[src/rtl/display_arbiter.sv]
// Display arbiter: the local clock/DCF77 path or the USB host (via a byte-wide
// Wishbone slave) drives HEX3..HEX0, LEDG and LEDR; host ownership times out in clk_en ticks.
module display_arbiter #(
  parameter int unsigned TIMEOUT_DEFAULT = 200
) (
  input  logic       clk,
  input  logic       reset,
  input  logic       clk_en,
  input  logic [6:0] local_hex0,
  input  logic [6:0] local_hex1,
  input  logic [6:0] local_hex2,
  input  logic [6:0] local_hex3,
  input  logic [7:0] local_ledg,
  input  logic [9:0] local_ledr,
  input  logic       wb_cyc,
  input  logic       wb_stb,
  input  logic       wb_we,
  input  logic [2:0] wb_adr,
  input  logic [7:0] wb_dat_i,
  output logic [7:0] wb_dat_o,
  output logic       wb_ack,
  output logic [6:0] hex0,
  output logic [6:0] hex1,
  output logic [6:0] hex2,
  output logic [6:0] hex3,
  output logic [7:0] ledg,
  output logic [9:0] ledr,
  output logic       remote_active
);

  typedef enum logic {S_LOCAL = 1'b0, S_REMOTE = 1'b1} state_t;

  state_t      r_state, w_state_nxt;
  logic [7:0]  r_cnt, w_cnt_nxt;
  logic [7:0]  r_timeout;
  logic [7:0]  r_shadow [0:4];
  logic [47:0] r_active;
  logic [7:0]  r_dat_o;
  logic        r_ack;
  logic [6:0]  r_hex0, r_hex1, r_hex2, r_hex3;
  logic [7:0]  r_ledg;
  logic [9:0]  r_ledr;

  logic        w_acc, w_wr, w_rd, w_commit, w_release;
  logic [7:0]  w_rd_data;

  assign w_acc     = wb_cyc & wb_stb & ~r_ack;
  assign w_wr      = w_acc & wb_we;
  assign w_rd      = w_acc & ~wb_we;
  assign w_commit  = w_wr && (wb_adr == 3'd5);
  assign w_release = w_wr && (wb_adr == 3'd7);

  always_ff @(posedge clk or negedge reset) begin
    if (!reset) begin
      for (int i = 0; i < 5; i++) r_shadow[i] <= 8'h00;
      r_active  <= 48'h0;
      r_timeout <= 8'(TIMEOUT_DEFAULT);
    end else if (w_wr) begin
      case (wb_adr)
        3'd0, 3'd1, 3'd2, 3'd3, 3'd4: r_shadow[wb_adr] <= wb_dat_i;
        3'd5: r_active <= {2'b00, wb_dat_i[5:0], r_shadow[4], r_shadow[3],
                           r_shadow[2], r_shadow[1], r_shadow[0]};
        3'd6: r_timeout <= wb_dat_i;
        default: ;
      endcase
    end
  end

  always_comb begin
    w_rd_data = 8'h00;
    case (wb_adr)
      3'd0: w_rd_data = r_active[7:0];
      3'd1: w_rd_data = r_active[15:8];
      3'd2: w_rd_data = r_active[23:16];
      3'd3: w_rd_data = r_active[31:24];
      3'd4: w_rd_data = r_active[39:32];
      3'd5: w_rd_data = r_active[47:40];
      3'd6: w_rd_data = r_timeout;
      default: w_rd_data = {7'b0, r_state == S_REMOTE};
    endcase
  end

  always_ff @(posedge clk or negedge reset) begin
    if (!reset) begin
      r_ack   <= 1'b0;
      r_dat_o <= 8'h00;
    end else begin
      r_ack <= w_acc;
      if (w_rd) r_dat_o <= w_rd_data;
    end
  end

  // cnt==0 while REMOTE means the override was committed with timeout 0: never expires.
  always_comb begin
    w_state_nxt = r_state;
    w_cnt_nxt   = r_cnt;
    case (r_state)
      S_LOCAL: begin
        if (w_commit) begin
          w_state_nxt = S_REMOTE;
          w_cnt_nxt   = r_timeout;
        end
      end
      S_REMOTE: begin
        if (w_release) begin
          w_state_nxt = S_LOCAL;
          w_cnt_nxt   = 8'h00;
        end else if (w_commit) begin
          w_cnt_nxt = r_timeout;
        end else if (clk_en && r_cnt > 8'd1) begin
          w_cnt_nxt = r_cnt - 8'd1;
        end else if (clk_en && r_cnt == 8'd1) begin
          w_state_nxt = S_LOCAL;
          w_cnt_nxt   = 8'h00;
        end
      end
      default: w_state_nxt = S_LOCAL;
    endcase
  end

  always_ff @(posedge clk or negedge reset) begin
    if (!reset) begin
      r_state <= S_LOCAL;
      r_cnt   <= 8'h00;
    end else begin
      r_state <= w_state_nxt;
      r_cnt   <= w_cnt_nxt;
    end
  end

  always_ff @(posedge clk or negedge reset) begin
    if (!reset) begin
      r_hex0 <= 7'h7F;
      r_hex1 <= 7'h7F;
      r_hex2 <= 7'h7F;
      r_hex3 <= 7'h7F;
      r_ledg <= 8'h00;
      r_ledr <= 10'h000;
    end else if (r_state == S_REMOTE) begin
      {r_ledr, r_ledg, r_hex3, r_hex2, r_hex1, r_hex0} <= r_active[45:0];
    end else begin
      {r_ledr, r_ledg, r_hex3, r_hex2, r_hex1, r_hex0} <=
        {local_ledr, local_ledg, local_hex3, local_hex2, local_hex1, local_hex0};
    end
  end

  assign wb_dat_o      = r_dat_o;
  assign wb_ack        = r_ack;
  assign hex0          = r_hex0;
  assign hex1          = r_hex1;
  assign hex2          = r_hex2;
  assign hex3          = r_hex3;
  assign ledg          = r_ledg;
  assign ledr          = r_ledr;
  assign remote_active = (r_state == S_REMOTE);

endmodule
[config.mk]
export PLATFORM = sky130hd
export DESIGN_NAME = display_arbiter
export DESIGN_NICKNAME = d
export VERILOG_FILES = /design/src/rtl/display_arbiter.sv
export SDC_FILE = /design/constraint.sdc
export NUM_CORES = 1
export LEC_CHECK = 0
export ABC_CLOCK_PERIOD_IN_PS = 1800
export BUFFER_PORTS_ARGS = -buffer_cell sky130_fd_sc_hd__buf_2
export CAP_MARGIN = 25
export CORE_ASPECT_RATIO = 0.6
export CORE_UTILIZATION = 47
export DETAILED_ROUTE_END_ITERATION = 10
export PLACE_DENSITY = 0.7
export SLEW_MARGIN = 5
export SYNTH_ARGS = -nofsm -noshare
export SYNTH_HDL_FRONTEND = slang
export SYNTH_SLANG_ARGS = --single-unit
[constraint.sdc]
create_clock -name clk -period 1.8 [get_ports clk]
set_input_delay 0.36 -clock clk [delete_from_list [all_inputs] [get_ports clk]]
set_output_delay 0.36 -clock clk [all_outputs]
set_load 0.01 [all_outputs]
== After elaboration in Yosys (flattened, before gate mapping) ==
Cells that the tools add are included.

* Memory bits (read-only): 0
* Input port bits: 63
* Memories kept: 0
* Register bits: 158
* Latch bits: 0
* Output and inout bits: 56
* RAM bits: 0
* Logic and storage cells: 72

* Mux-type cells: 22
* Multiply operators: 0
* Bitwise gates (word level): 8
* Div/mod/pow operators: 0
* Shift operators: 0
* Reduce and logical (&&, ||, !) cells: 11
* Equal/unequal tests: 10
* Add/subtract/negate cells: 1
* $lt $le $gt $ge: 3

{| class="wikitable"
|+ Operator list
! kind !! count
|-
| $mux W8 || 7
|-
| $pmux W8 S7 || 1
|-
| $bwmux W40 || 1
|-
| $mux W7 || 4
|-
| $demux W8 S3 || 1
|-
| $pmux W8 S2 || 1
|-
| $eq A3 B3 Y1 const B || 4
|-
| $mux W10 || 1
|-
| $eq A8 B1 Y1 const B || 1
|-
| $gt A8 B1 Y1 const B || 1
|-
| $reduce_and A2 Y1 || 4
|-
| $sub A8 B1 Y8 const B || 1
|-
| $eq A3 B2 Y1 const B || 2
|-
| $logic_and A1 B1 Y1 || 5
|-
| $mux W1 || 5
|-
| $ne A5 B1 Y1 const B || 1
|-
| $reduce_or A5 Y1 || 1
|-
| $and A1 B1 Y1 || 4
|-
| $ge A4 B4 Y1 const B || 1
|-
| $lt A4 B1 Y1 const B || 1
|-
| $not A3 Y4 || 1
|-
| $eq A3 B1 Y1 const B || 1
|-
| $logic_not A3 Y1 || 1
|-
| $not A1 Y1 || 3
|-
| 2 further kinds || 2
|}

== Longest topological paths before layout ==
* Word-level depth: 7
* Gate-level depth with buffers: 7
* Gate-level depth less buffers: 6

== Worst setup path after synthesis ==
OpenSTA, ideal clock, no wires.

* Path type: register to register
* Start: register r_cnt[0]
* End: register r_cnt[6]
* Library setup time: 0.136 ns
* Setup slack: 0.098 ns
* Cell stages (with the launch flop): 6
* Required time: 1.664 ns
* Arrival time: 1.566 ns
* Path buffers: 0
* Clock period less this slack: 1.702 ns
* Cell sequence: dfrtp_1 inv_1 ha_1 or3b_2 o31ai_1 o221ai_2

* Word-level cells in the longest chain between the ends: 6
* Elaborated cells between the ends (all ways): 11
* Classes of those cells: add/sub (1); order compare (1); eq/ne (2); mux (4); reduce/logical (3)

{| class="wikitable"
|+ Ends and longest elaborated chain
! element !! line !! source
|-
| from (decl) || 34 || <nowiki>logic [7:0] r_cnt, w_cnt_nxt;</nowiki>
|-
| from (signal assigned) || 127 || <nowiki>r_cnt <= w_cnt_nxt;</nowiki>
|-
| $gt A8 B1 Y1 || 110 || <nowiki>end else if (clk_en && r_cnt > 8'd1) begin</nowiki>
|-
| $logic_and A1 B1 Y1 || 110 ||
|-
| $mux W8 || 110 ||
|-
| $mux W8 || 108 || <nowiki>end else if (w_commit) begin</nowiki>
|-
| $mux W8 || 105 || <nowiki>if (w_release) begin</nowiki>
|-
| $pmux W8 S2 || 97 || <nowiki>case (r_state)</nowiki>
|}

Parallel ways exist; a longest one is shown, timed or not.
A chain may end at the register's enable or synchronous reset.

== Worst setup path after layout ==
* Start: register r_cnt[3]
* End: register r_cnt[1]

Same word-level chain as after synthesis.

==> flow_metrics.env <==
export IMPL_drc_errors=0
export IMPL_clkTransAtPathRegs_ns=0.06
export IMPL_die_area_sq_um=15200
export IMPL_cts_sinks=158
export IMPL_dieHeight_um=95.8
export IMPL_hold_ws_ns=0.166
export IMPL_power_frac_comb=0.256
export IMPL_routedWlPerCell_um=21.3
export IMPL_synth_top_cell_area_share=0.461
export IMPL_hp_class="primary input to flop"
export IMPL_fmax_mhz=577
export IMPL_synth_most_common_cell="mux2_2"
export IMPL_cts_buffers=17
export IMPL_core_sq_um=14000
export IMPL_die_width_um=158
export IMPL_grt_pass1_wl_um=27700
export IMPL_grt_usage=0.253
export IMPL_synth_top_cell_by_area="dfrtp_1"
export IMPL_ctsRootBufferMaster="clkbuf_16"
export IMPL_slew_headroom=0.725
export IMPL_synth_area_leaders="dfrtp_1, mux2_2, dfstp_2, mux2_4, mux2i_1"
export IMPL_synth_seq_cells=158
export IMPL_yosys_top_cells_count="mux2_2, dfrtp_1, dfstp_2"
export IMPL_synth_edff_count=0
export IMPL_start_util=0.493
export IMPL_worst_pin_slew_ns=0.413
export IMPL_async_reset_ff_frac=1.00
export IMPL_clockBufferDepth=2
export IMPL_drt_first_pass_iters=5
export IMPL_drive_above_1_share=0.629
export IMPL_total_power_mw=11.2
export IMPL_vias=4603
export IMPL_dp_hpwl_um=13200
export IMPL_fillers=1076
export IMPL_ys_types=57
export IMPL_synth_ff_type="dfrtp_1"
export IMPL_overflow=0
export IMPL_grt_max_degree=40
export IMPL_synth_warnings=0
export IMPL_rsz0062_at_grt="no"
export IMPL_rows=33
export IMPL_p_seq_frac=0.430
export IMPL_pwr_share_clk=0.314
export IMPL_cts_htree_levels=4
export IMPL_drt_iter0_drc=368
export IMPL_yosysSeqAreaShare=0.579
export IMPL_place_area_sq_um=8070
export IMPL_finalNonFillerCells=839
export IMPL_period_minus_slack_ns=1.73
export IMPL_p_leak_nw=4.10
export IMPL_finalWirelength_um=17900
export IMPL_syn_area_per_cell_sq_um=14.7
export IMPL_synthesis_nets=533
export IMPL_diodes=0
export IMPL_syn_to_final_growth_pct=26.1
export IMPL_cellPowerDensity_nw_per_um2=1290
export IMPL_dp_cells=804
export IMPL_clock_latency_ns=0.42
export IMPL_finalClockSkew_ns=0.00611
export IMPL_cts_tree="yes"
export IMPL_ir_worst_vdd_mv=0.626
export IMPL_antenna_found_initial=0
export IMPL_period_share=0.962
export IMPL_p_switching_mw=3.35
export IMPL_fin_area_sq_um=8700
export IMPL_setup_viol=0
export IMPL_fin_nets=699
export IMPL_worstSetupPathType="flop to flop"
export IMPL_slew_violations=0
export IMPL_finalHoldViolations=0
export IMPL_antenna_left=0
export IMPL_vias_per_cell=5.49
export IMPL_synthesis_area_sq_um=6900
export IMPL_worstPathMaxFanout=7
export IMPL_critPathRequiredTime_ns=2.14
export IMPL_critical_path_arrival_ns=2.07
export IMPL_power_internal_mw=7.88
export IMPL_end_kind="flop"
export IMPL_grt_pass1_vias=4748
export IMPL_switching_share=0.298
export IMPL_numPortBuffers=118
export IMPL_fin_util=0.621
export IMPL_drv_cap=0
export IMPL_ios=119
export IMPL_status="completed"
export IMPL_syn_inst=468
export IMPL_gp_congestion=0.939
export IMPL_start_kind="flop"
placed cells by master, fill, tap and decap left out, types with 2 or more instances in the layout:
master      instances
o221ai_1            5
clkbuf_16          17
nor4_1              2
a21oi_1             6
clkinv_4            4
a31oi_1             2
o22ai_1             2
mux4_2              4
clkinvlp_4          3
nor2_1             10
dfrtp_1           126
a2bb2oi_1           4
mux2_4              8
o21ai_0             5
nor3_1              2
inv_1               9
o211ai_1            4
nand2_1            14
dfstp_2            31
mux2_2            138
nand2b_1            3
buf_4              45
buf_12              8
a22oi_1             2
clkbuf_1            2
clkinv_2            3
o31ai_1             2
o221ai_2            4
mux2i_1            11
nand3_1            11
buf_2             117
a32oi_1             3
bufinv_16           2
stage by stage:
step | setup TNS (ns) | setup slack (ns)
after floorplan | 0 | 0.0979
after global placement | 0 | 0.00882
after detailed placement | -0.104 | -0.0513
after CTS | 0 | 0.0132
after global routing | 0 | 0.00271
final | 0 | 0.0679
per-layer routing:
layer,global-route usage,wire length (um),share of wire
met5,0,0,0
met4,0.0545,174,0.0097
met3,0.0558,958,0.054
met2,0.364,7680,0.43
met1,0.388,9040,0.51
power by group through the flow:
stage          clock network (mW)  logic (mW)  registers, mW
2_1_floorplan                   0        1.59           4.89
5_1_grt                      3.74        3.12           4.91
6_report                     3.52        2.87           4.83
3_5_place_dp                    0        2.79           4.88
3_3_place_gp                    0        2.71           4.85
4_1_cts                      3.58        2.83           4.82
flip-flops by register name, summed over array words and instances (netlist names), 8 cells and up:
name / cells
r_cnt: 8
r_active: 46
r_timeout: 8
ledg: 8
wb_dat_o: 8
r_shadow: 40
ledr: 10
critical path: stages, from the launching register on:
cell and delay (ns):
dfrtp_1 0.48, buf_4 0.18, nor2_1 0.23, a41o_2 0.30
and2_4 0.24, mux2i_1 0.21
cell families (layout without fill, tap and decap cells):
| logic type | count (synthesis) | in the layout | synth area share |
|---|---|---|---|
| AO/OA/AOI/OAI | 48 | 48 | 0.0597 |
| adder cells (fa/ha/maj) | 2 | 2 | 0.00363 |
| AND/OR/NAND/NOR | 64 | 64 | 0.0573 |
| buffers and inverters | 34 | 213 | 0.0270 |
| flip-flops | 158 | 158 | 0.579 |
| multiplexers | 162 | 162 | 0.273 |
timing repair:
item                       CTS  global route
gates resized for setup      0             6
pin swaps                    0             3
hold endpoints to repair    17             0
setup endpoints to repair    3             7
hold buffers                 1             0
setup buffers                2             0
final cells by class:
cell class	count	area, sq um	share of cell area
Sequential cell	158	3990	0.459
Multi-Input combinational cell	276	2750	0.316
Timing Repair Buffer	172	1100	0.127
Clock buffer	19	433	0.0498
Tap cell	192	240	0.0276
Clock inverter	13	141	0.0163
Inverter	9	33.8	0.00388
final timing paths:
check                           slack, ns                        to  cells after the start                     start
max in group asynchronous            0.73         hex2[6]$_DFF_PN1_                      3                     reset
worst min-delay path                 0.17         ledg[0]$_DFF_PN0_                      2             local_ledg[0]
worst min register to register       0.50  r_active[29]$_DFFE_PN0P_                      2  r_shadow[13]$_DFFE_PN0P_
worst max register to register       0.07      r_cnt[1]$_DFFE_PN0P_                      5      r_cnt[3]$_DFFE_PN0P_
min in group asynchronous            0.42      r_cnt[0]$_DFFE_PN0P_                      2                     reset
worst max-delay path                 0.07      r_cnt[1]$_DFFE_PN0P_                      5      r_cnt[3]$_DFFE_PN0P_
(Power assumes the default switching activity.)
